File: src/rtl/add_pipe_pkg.sv
// rtl/add_pipe_pkg.sv - elaboration helpers for the segmented pipelined adder
//
// Purpose: shared compile-time helpers for add_pipe_cla.
//   seg_width  : bits per pipeline segment (WIDTH / SEGS)
//   seg_cfg_ok : true when SEGS is in 1..WIDTH and divides WIDTH exactly
package add_pipe_pkg;

  function automatic int seg_width(input int width, input int segs);
    return (segs > 0) ? (width / segs) : width;
  endfunction

  function automatic bit seg_cfg_ok(input int width, input int segs);
    return (segs >= 1) && (segs <= width) && ((width % segs) == 0);
  endfunction

endpackage

File: src/rtl/add_pipe_cla_seg.sv
// rtl/add_pipe_cla_seg.sv - combinational W-bit carry-lookahead adder segment
//
// Purpose: one segment of the pipelined adder; s = a + b + ci, co = carry out.
// Ports:
//   a, b : W-bit operands
//   ci   : carry in
//   s    : W-bit sum
//   co   : carry out of bit W-1
module cla_seg #(
  parameter int W = 4
) (
  input  logic [W-1:0] a,
  input  logic [W-1:0] b,
  input  logic         ci,
  output logic [W-1:0] s,
  output logic         co
);

  logic [W-1:0] p;
  logic [W-1:0] g;
  logic [W:0]   c;
  logic         run;

  assign p = a ^ b;
  assign g = a & b;

  // Every carry is a flat sum of products: c[i] = ci&p[0..i-1] | OR_j g[j]&p[j+1..i-1].
  // No carry depends on a lower computed carry, so the depth stays two-level.
  always_comb begin
    c   = '0;
    run = 1'b0;
    for (int i = 0; i <= W; i++) begin
      run = ci;
      for (int j = 0; j < i; j++) begin
        run = run & p[j];
      end
      c[i] = run;
      for (int j = 0; j < i; j++) begin
        run = g[j];
        for (int m = j + 1; m < i; m++) begin
          run = run & p[m];
        end
        c[i] = c[i] | run;
      end
    end
  end

  assign s  = p ^ c[W-1:0];
  assign co = c[W];

endmodule

File: src/rtl/add_pipe_cla.sv
// rtl/add_pipe_cla.sv - segmented, pipelined carry-lookahead adder/subtractor
//
// Purpose: WIDTH-bit a +/- b split into SEGS CLA segments, one register stage
// per segment, carry handed from stage to stage. Operands are skewed on entry
// and sums deskewed on exit, so results leave word-aligned after SEGS cycles.
// Ports:
//   clk, rst_n           : clock, asynchronous active-low reset
//   in_valid / in_ready  : operand beat handshake
//   a, b, cin, sub       : operands, carry-in (add only), 0=add 1=subtract
//   out_valid / out_ready: result beat handshake
//   sum, cout, ovf       : result, carry out (sub: 1 = no borrow), signed overflow
module add_pipe_cla
  import add_pipe_pkg::*;
#(
  parameter int WIDTH = 16,
  parameter int SEGS  = 4
) (
  input  logic             clk,
  input  logic             rst_n,
  input  logic             in_valid,
  output logic             in_ready,
  input  logic [WIDTH-1:0] a,
  input  logic [WIDTH-1:0] b,
  input  logic             cin,
  input  logic             sub,
  output logic             out_valid,
  input  logic             out_ready,
  output logic [WIDTH-1:0] sum,
  output logic             cout,
  output logic             ovf
);

  localparam int SW   = seg_width(WIDTH, SEGS);
  localparam int LAST = SEGS - 1;

  if (!seg_cfg_ok(WIDTH, SEGS)) begin : g_bad_cfg
    $error("add_pipe_cla: SEGS must be in 1..WIDTH and divide WIDTH");
  end

  logic             advance;
  logic [WIDTH-1:0] b_eff;
  logic             c0;

  // Subtract is a + ~b + 1; the forced carry-in makes cin irrelevant then.
  assign b_eff = sub ? ~b : b;
  assign c0    = sub | cin;

  // The whole pipe moves as one; no bubble squeezing, so a single enable suffices.
  assign advance  = !out_valid || out_ready;
  assign in_ready = advance;

  genvar k;
  for (k = 0; k < SEGS; k++) begin : g_stage
    // Stage k still carries the operand bits of segments k+1..LAST (skew)
    // and the finished sum bits of segments 0..k (deskew).
    localparam int REM   = SEGS - 1 - k;
    localparam int SRC_W = (REM + 1) * SW;
    localparam int SUM_W = (k + 1) * SW;

    logic [SRC_W-1:0] a_src;
    logic [SRC_W-1:0] b_src;
    logic             c_src;
    logic             v_src;
    logic             am_src;
    logic             bm_src;
    logic [SW-1:0]    seg_s;
    logic             seg_co;
    logic [SUM_W-1:0] s_nxt;

    logic             v_q;
    logic             c_q;
    logic             am_q;
    logic             bm_q;
    logic [SUM_W-1:0] s_q;

    if (k == 0) begin : g_src
      assign a_src  = a;
      assign b_src  = b_eff;
      assign c_src  = c0;
      assign v_src  = in_valid;
      assign am_src = a[WIDTH-1];
      assign bm_src = b_eff[WIDTH-1];
      assign s_nxt  = seg_s;
    end else begin : g_src
      assign a_src  = g_stage[k-1].g_rem.a_q;
      assign b_src  = g_stage[k-1].g_rem.b_q;
      assign c_src  = g_stage[k-1].c_q;
      assign v_src  = g_stage[k-1].v_q;
      assign am_src = g_stage[k-1].am_q;
      assign bm_src = g_stage[k-1].bm_q;
      assign s_nxt  = {seg_s, g_stage[k-1].s_q};
    end

    cla_seg #(.W(SW)) u_cla (
      .a  (a_src[SW-1:0]),
      .b  (b_src[SW-1:0]),
      .ci (c_src),
      .s  (seg_s),
      .co (seg_co)
    );

    always_ff @(posedge clk or negedge rst_n) begin
      if (!rst_n) begin
        v_q  <= 1'b0;
        c_q  <= 1'b0;
        am_q <= 1'b0;
        bm_q <= 1'b0;
        s_q  <= '0;
      end else if (advance) begin
        v_q  <= v_src;
        c_q  <= seg_co;
        am_q <= am_src;
        bm_q <= bm_src;
        s_q  <= s_nxt;
      end
    end

    if (REM > 0) begin : g_rem
      logic [REM*SW-1:0] a_q;
      logic [REM*SW-1:0] b_q;

      always_ff @(posedge clk or negedge rst_n) begin
        if (!rst_n) begin
          a_q <= '0;
          b_q <= '0;
        end else if (advance) begin
          a_q <= a_src[SRC_W-1:SW];
          b_q <= b_src[SRC_W-1:SW];
        end
      end
    end
  end

  assign out_valid = g_stage[LAST].v_q;
  assign sum       = g_stage[LAST].s_q;
  assign cout      = g_stage[LAST].c_q;
  // Overflow: like-signed operands producing a result of the other sign.
  assign ovf       = (g_stage[LAST].am_q == g_stage[LAST].bm_q) &&
                     (sum[WIDTH-1] != g_stage[LAST].am_q);

endmodule

File: config.mk
export PLATFORM = sky130hd
export DESIGN_NAME = add_pipe_cla
export DESIGN_NICKNAME = d
export VERILOG_FILES = /design/src/rtl/add_pipe_pkg.sv /design/src/rtl/add_pipe_cla_seg.sv /design/src/rtl/add_pipe_cla.sv
export SDC_FILE = /design/constraint.sdc
export NUM_CORES = 1
export LEC_CHECK = 0
export ABC_CLOCK_PERIOD_IN_PS = 2150
export BUFFER_PORTS_ARGS = -buffer_cell sky130_fd_sc_hd__buf_2
export CAP_MARGIN = 15
export CORE_MARGIN = 10
export CORE_UTILIZATION = 30
export DETAILED_ROUTE_END_ITERATION = 16
export PLACE_DENSITY = 0.5
export SLEW_MARGIN = 20
export SYNTH_ARGS = -nofsm -noshare
export SYNTH_HDL_FRONTEND = slang
export SYNTH_SLANG_ARGS = --single-unit
File: constraint.sdc
create_clock -name clk -period 2.15 [get_ports clk]
set_input_delay 0.1075 -clock clk [delete_from_list [all_inputs] [get_ports clk]]
set_output_delay 0.1075 -clock clk [all_outputs]
set_load 0.05 [all_outputs]
==> impl_metrics.ini, run 1 <==
[floorplan]
row_count = 44
coreArea_um2 = 14400
die_x_um = 141
die_area_um2 = 19900
die_h_um = 141
start_util_pct = 30.5
io_pins = 58

[hold_path]
hold_path_end = g_stage[0].g_rem.b_q[4]$_DFFE_PN0P_
min_path_type = in2reg
hold_depth = 3
hold_path_startpoint = b[8]

[critical_path]
crit_family = adder cells
end_kind = register
cp_max_fo = 3
path_class = reg2reg
cp.arrival_ns = 2.03
crit_buf_inv = 0
slowest_delay_ns = 0.42
reg2reg_slack_ns = 0.34
crit_required_ns = 2.37
worstSetupStartpointType = register
r2r-start = g_stage[1].g_rem.a_q[0]$_DFFE_PN0P_
cp.depth = 5
cp_slowest_cell = dfrtp_1
cp_common_cell = ha_1
r2r_end = g_stage[2].s_q[11]$_DFFE_PN0P_
crit_chain = ha_1 > ha_1 > o211a_1 > or3_1 > a31o_1
reg2reg_depth = 5

[clock_network]
cts_tree = done
htreeDepth = 3
clk_latency_ns = 0.33
cts_sinks = 98
postCtsSetupBuffers = 0
cts_buffer_depth = 2
numCtsBuffers = 9
path_clk_slew_ns = 0.06
clockRootBuffer = clkbuf_16

[final_layout]
post-route-util_pct = 36.8
nNetsFinal = 592
area_growth_pct = 20.8
fillers = 1537
drive_above_1_share_pct = 14.8
layout.cells.non_filler = 718
antenna_cells = 0
final_cell_area_um2 = 5310

[logic_synthesis]
synth_cell_types = 27
syn-instance-count = 466
syn_avg_cell_area_um2 = 9.44
yosysSeqAreaShare_pct = 55.8
syn_nets = 528
yosysWarnings = 0
syn_area_um2 = 4400
synth-seq-cells = 98

[route]
drc = 0
wl_per_cell_um = 12.4
vias_per_cell = 4.32
drtPass1Iterations = 4
routed_wl_um = 8870
num_vias = 3101
drt_iter0_markers = 185
ant_nets = 0

[outcome]
status = finished clean

[grt]
grt_usage_pct = 9.44
grt_pass1_wl_um = 15800
antenna_found_initial = 0
grt_pass1_vias = 3187
overflow = 0
grt_start_max_net_pins = 117

[placement]
placed_cells = 689
hpwlAfterDp_um = 6150
gp_congestion = 0.726
dpl_cell_area_um2 = 4880
numPortBuffers = 57

[timing]
tns_ns = 0
maxSlewViolCount = 0
max-slew-margin-rel_pct = 57.1
setup_viol = 0
min_period_over_period_pct = 84.0
rsz0062_at_grt = false
fin_skew_ns = 0.00569
worstMarginPinSlew_ns = 0.644
fmax_mhz = 553
hold_viol_final = 0
min_period_ns = 1.81

[pwr]
p_leak_nw = 2.74
peakVddDrop_uv = 699
powerDensity_nw_per_um2 = 1460
total_power_mw = 7.77

[job]
cap_violations = 0
[cell usage in the layout (no fill, tap or decap), types with 7 or more instances in the layout]
cell type,n
dlygate4sd3_1,14
dfrtp_1,98
ha_1,20
nor3_1,7
o31ai_1,7
xnor2_1,14
o21ai_0,18
o21a_1,11
clkbuf_16,9
nand2_1,220
buf_2,56
[through the flow]
step | setup slack (ns) | hold slack (ns)
after floorplan | 0.296 | -0.188
after global placement | 0.357 | 0.179
after detailed placement | 0.319 | 0.183
after CTS | 0.326 | 0.0490
after global routing | 0.284 | 0.0584
final | 0.343 | 0.0598
[final cells by class]
| cell class | instances | area [um2] | share of cell area (%) |
|---|---|---|---|
| Sequential cell | 98 | 2450 | 46.2 |
| Tap cell | 184 | 230 | 4.33 |
| Timing Repair Buffer | 76 | 503 | 9.47 |
| Clock buffer | 11 | 243 | 4.57 |
| Inverter | 7 | 26.3 | 0.495 |
| Clock inverter | 4 | 52.6 | 0.989 |
| Multi-Input combinational cell | 338 | 1800 | 34.0 |
[worst reg2reg max path: cells and delay by family (launching register included)]
| kind | cells | cell delay (ns) |
|---|---|---|
| flops | 1 | 0.42 |
| compound gates | 2 | 0.43 |
| fa+ha+maj | 2 | 0.50 |
| simple gates | 1 | 0.34 |
[routing by layer]
metal | vias up | track usage (%) | share of wire [%]
met2 | 43 | 13.4 | 42
met3 | 10 | 1.68 | 2.5
met4 | 0 | 3.91 | 1.2
li1 | 1618 | - | -
met1 | 1430 | 13.6 | 54
met5 | - | 0 | 0
[power breakdown]
part	switching, mW	leakage, nW	total [mW]	internal, mW
sequential	0.463	1.18	3.13	2.67
clock	0.653	0.146	1.58	0.929
combinational	1.97	1.41	3.06	1.09
[synth_stat cells]
master	instances	area, um2
a21o_1	4	30.0
o21a_1	11	82.6
nand2b_1	4	25.0
or2_2	1	6.26
xor2_1	6	52.6
inv_2	1	3.75
and2_1	1	6.26
nand2_1	220	826
inv_1	6	22.5
or3_1	1	6.26
o31a_1	3	26.3
a21oi_1	4	20.0
dfrtp_1	98	2450
nor2_1	6	22.5
buf_2	17	85.1
o21ai_0	18	90.1
xnor2_1	14	123
nor2b_1	1	6.26
a31o_1	1	8.76
nor3_1	7	35.0
o211a_1	4	40.0
o31ai_1	7	52.6
clkbuf_1	2	7.51
ha_1	20	250
fa_1	4	80.1
buf_4	4	30.0
a22oi_1	1	7.51
[sequential cells by signal, indices dropped and copies added (netlist names)]
name,flops
cout,1
sum,16
g_stage.g_rem.b_q,21
g_stage.bm_q,4
g_stage.am_q,4
g_stage.g_rem.a_q,21
g_stage.v_q,3
g_stage.s_q,24
out_valid,1
g_stage.c_q,3
[kinds of logic after synthesis]
group | share of synthesized area (%)
compound gates | 8.14
xor+xnor | 3.98
fa+ha+maj | 7.51
buf+inv | 3.39
flops | 55.8
simple gates | 21.2
[what timing repair did]
item / in CTS / in global routing
gates resized for setup: 0 / 0
endpoints found under the hold margin: 60 / 0
hold buffers: 14 / 0
[how the worst max path moves through the flow]
stage / from / end / slack, ns
3_3_place_gp: sub / g_stage[0].c_q$_DFFE_PN0P_ / 0.36
2_1_floorplan: sum[15]$_DFFE_PN0P_ / ovf / 0.30
3_5_place_dp: sub / g_stage[0].c_q$_DFFE_PN0P_ / 0.32
5_1_grt: g_stage[1].g_rem.a_q[0]$_DFFE_PN0P_ / g_stage[2].s_q[11]$_DFFE_PN0P_ / 0.28
6_report: g_stage[1].g_rem.a_q[0]$_DFFE_PN0P_ / g_stage[2].s_q[11]$_DFFE_PN0P_ / 0.34
4_1_cts: g_stage[1].g_rem.a_q[0]$_DFFE_PN0P_ / g_stage[2].s_q[11]$_DFFE_PN0P_ / 0.33
Note: power is estimated with default switching activity, not from simulation.
==> run 2, diff against run 1 <==
--- a/config.mk
+++ b/config.mk
@@ -5,13 +5,13 @@
 export SDC_FILE = /design/constraint.sdc
 export NUM_CORES = 1
 export LEC_CHECK = 0
-export ABC_CLOCK_PERIOD_IN_PS = 2150
+export ABC_CLOCK_PERIOD_IN_PS = 1600
 export BUFFER_PORTS_ARGS = -buffer_cell sky130_fd_sc_hd__buf_2
 export CAP_MARGIN = 15
 export CORE_MARGIN = 10
 export CORE_UTILIZATION = 30
 export DETAILED_ROUTE_END_ITERATION = 16
-export PLACE_DENSITY = 0.5
+export PLACE_DENSITY = 0.52
 export SLEW_MARGIN = 20
 export SYNTH_ARGS = -nofsm -noshare
 export SYNTH_HDL_FRONTEND = slang
==> constraint.sdc (replaced) <==
create_clock -name clk -period 1.6 [get_ports clk]
set_input_delay 0.08 -clock clk [delete_from_list [all_inputs] [get_ports clk]]
set_output_delay 0.08 -clock clk [all_outputs]
set_load 0.05 [all_outputs]
==> impl_metrics.ini, run 2 (synthesized netlist as in run 1, its figures left out) <==
[job]
cap_violations = 0

[placement]
gp_congestion = 0.785
placed_cells = 704
numPortBuffers = 57
hpwlAfterDp_um = 6560
dpl_cell_area_um2 = 5000

[clock_network]
path_clk_slew_ns = 0.06
cts_sinks = 98
cts_tree = done
numCtsBuffers = 9
clk_latency_ns = 0.34
clockRootBuffer = clkbuf_16
cts_buffer_depth = 2
htreeDepth = 3

[final_layout]
antenna_cells = 0
layout.cells.non_filler = 736
top_register = g_stage.s_q
nNetsFinal = 609
largest_reg_flops = 24
area_growth_pct = 23.8
final_cell_mix = nand2_1 (220), dfrtp_1 (98), buf_2 (56), buf_4 (20), o21ai_0 (17)
reg_top3 = g_stage.s_q x24, g_stage.g_rem.a_q x21, g_stage.g_rem.b_q x21
multi_input_area_um2 = 1820
drive_above_1_share_pct = 18.7
final_cell_area_um2 = 5450
final_common_cell = nand2_1
regArea_um2 = 2450
fillers = 1492

[critical_path]
slowest_delay_ns = 0.38
end_kind = register
reg2reg_depth = 5
crit_required_ns = 1.83
cp.arrival_ns = 1.88
cp_slowest_cell = dfrtp_1
path_class = reg2reg
worstSetupStartpointType = register
r2r_end = g_stage[2].s_q[11]$_DFFE_PN0P_
crit_chain = ha_1 > ha_2 > o211a_1 > or3_1 > a31o_1
reg2reg_slack_ns = -0.05
cp_max_fo = 2
r2r-start = g_stage[1].g_rem.a_q[0]$_DFFE_PN0P_

[floorplan]
io_pins = 58
start_util_pct = 30.5
coreArea_um2 = 14400
die_h_um = 141
die_area_um2 = 19900
row_count = 44
die_x_um = 141

[route]
wl_per_cell_um = 12.2
routed_wl_um = 8960
ant_nets = 0
drtPass1Iterations = 4
vias_per_cell = 4.32
drt_iter0_markers = 157
drc = 0
num_vias = 3180

[grt]
grt_pass1_vias = 3361
grt_start_max_net_pins = 58
grt_usage_pct = 9.47
grt_pass1_wl_um = 15700
overflow = 0
antenna_found_initial = 0

[hold_path]
min_path_type = in2reg
hold_depth = 3
hold_path_end = g_stage[0].g_rem.b_q[5]$_DFFE_PN0P_
hold_path_startpoint = b[9]

[timing]
min_period_over_period_pct = 103
maxSlewViolCount = 0
min_period_ns = 1.65
setup_viol = 2
fin_skew_ns = 0.00525
fmax_mhz = 606
rsz0062_at_grt = true
hold_slack_ns = 0.0284
max-slew-margin-rel_pct = 70.5
hold_viol_final = 0
worstMarginPinSlew_ns = 0.442
worst_slack_ns = -0.0491

[outcome]
status = finished with violations
violations = negative setup slack

[pwr]
peakVddDrop_uv = 594
p_leak_nw = 2.81
powerDensity_nw_per_um2 = 1940
-- run 2: layer usage --
layer	vias up	GRT usage [%]	wire length, um
met5	-	0	0
met1	1464	12.5	4620
li1	1652	-	-
met4	0	3.91	132
met3	9	1.98	277
met2	55	14.7	3940
-- run 2: final cells by class --
type                            instances  area share, %
Clock buffer                           12           4.71
Clock inverter                          4          0.482
Inverter                                7          0.482
Multi-Input combinational cell        338           33.5
Sequential cell                        98           45.0
Tap cell                              184           4.23
Timing Repair Buffer                   93           11.6
-- run 2: per-stage QoR --
stage	setup TNS [ns]	power [mW]	setup slack (ns)	util (%)
6_report	-0.0594	10.6	-0.0491	37.8
3_5_place_dp	-0.0883	8.60	-0.0593	34.6
5_1_grt	-0.314	11.5	-0.112	37.8
3_3_place_gp	-0.0405	8.51	-0.0405	34.6
2_1_floorplan	-0.124	7.37	-0.0742	-
4_1_cts	-0.0632	10.7	-0.0499	37.6
-- run 2: what timing repair did --
action,4_1_cts,5_1_grt
gates cloned,0,0
setup buffers,1,1
hold endpoints to repair,43,0
pin swaps,7,8
endpoints found under the setup margin,3,7
hold buffers,14,0
gates resized for setup,1,2
-- run 2: worst max-delay path by stage --
stage	to	start	slack, ns
finish	g_stage[2].s_q[11]$_DFFE_PN0P_	g_stage[1].g_rem.a_q[0]$_DFFE_PN0P_	-0.05
global placement	g_stage[2].s_q[11]$_DFFE_PN0P_	g_stage[1].g_rem.b_q[0]$_DFFE_PN0P_	-0.04
detailed placement	g_stage[2].s_q[11]$_DFFE_PN0P_	g_stage[1].g_rem.b_q[0]$_DFFE_PN0P_	-0.06
floorplan	g_stage[0].c_q$_DFFE_PN0P_	sub	-0.07
CTS	g_stage[2].s_q[11]$_DFFE_PN0P_	g_stage[1].g_rem.a_q[0]$_DFFE_PN0P_	-0.05
global route	g_stage[2].s_q[11]$_DFFE_PN0P_	g_stage[1].g_rem.a_q[0]$_DFFE_PN0P_	-0.11
-- run 2: worst max-delay path, delay by kind of cell (launching register included) --
kind            cells  cell delay (ns)
flops               1             0.38
simple gates        1             0.30
compound gates      2             0.38
fa+ha+maj           2             0.48
-- run 2: report_power, final --
part	switching (mW)	total, mW	internal (mW)
Sequential	0.599	4.19	3.59
Clock	0.875	2.01	1.14
Combinational	2.75	4.39	1.63
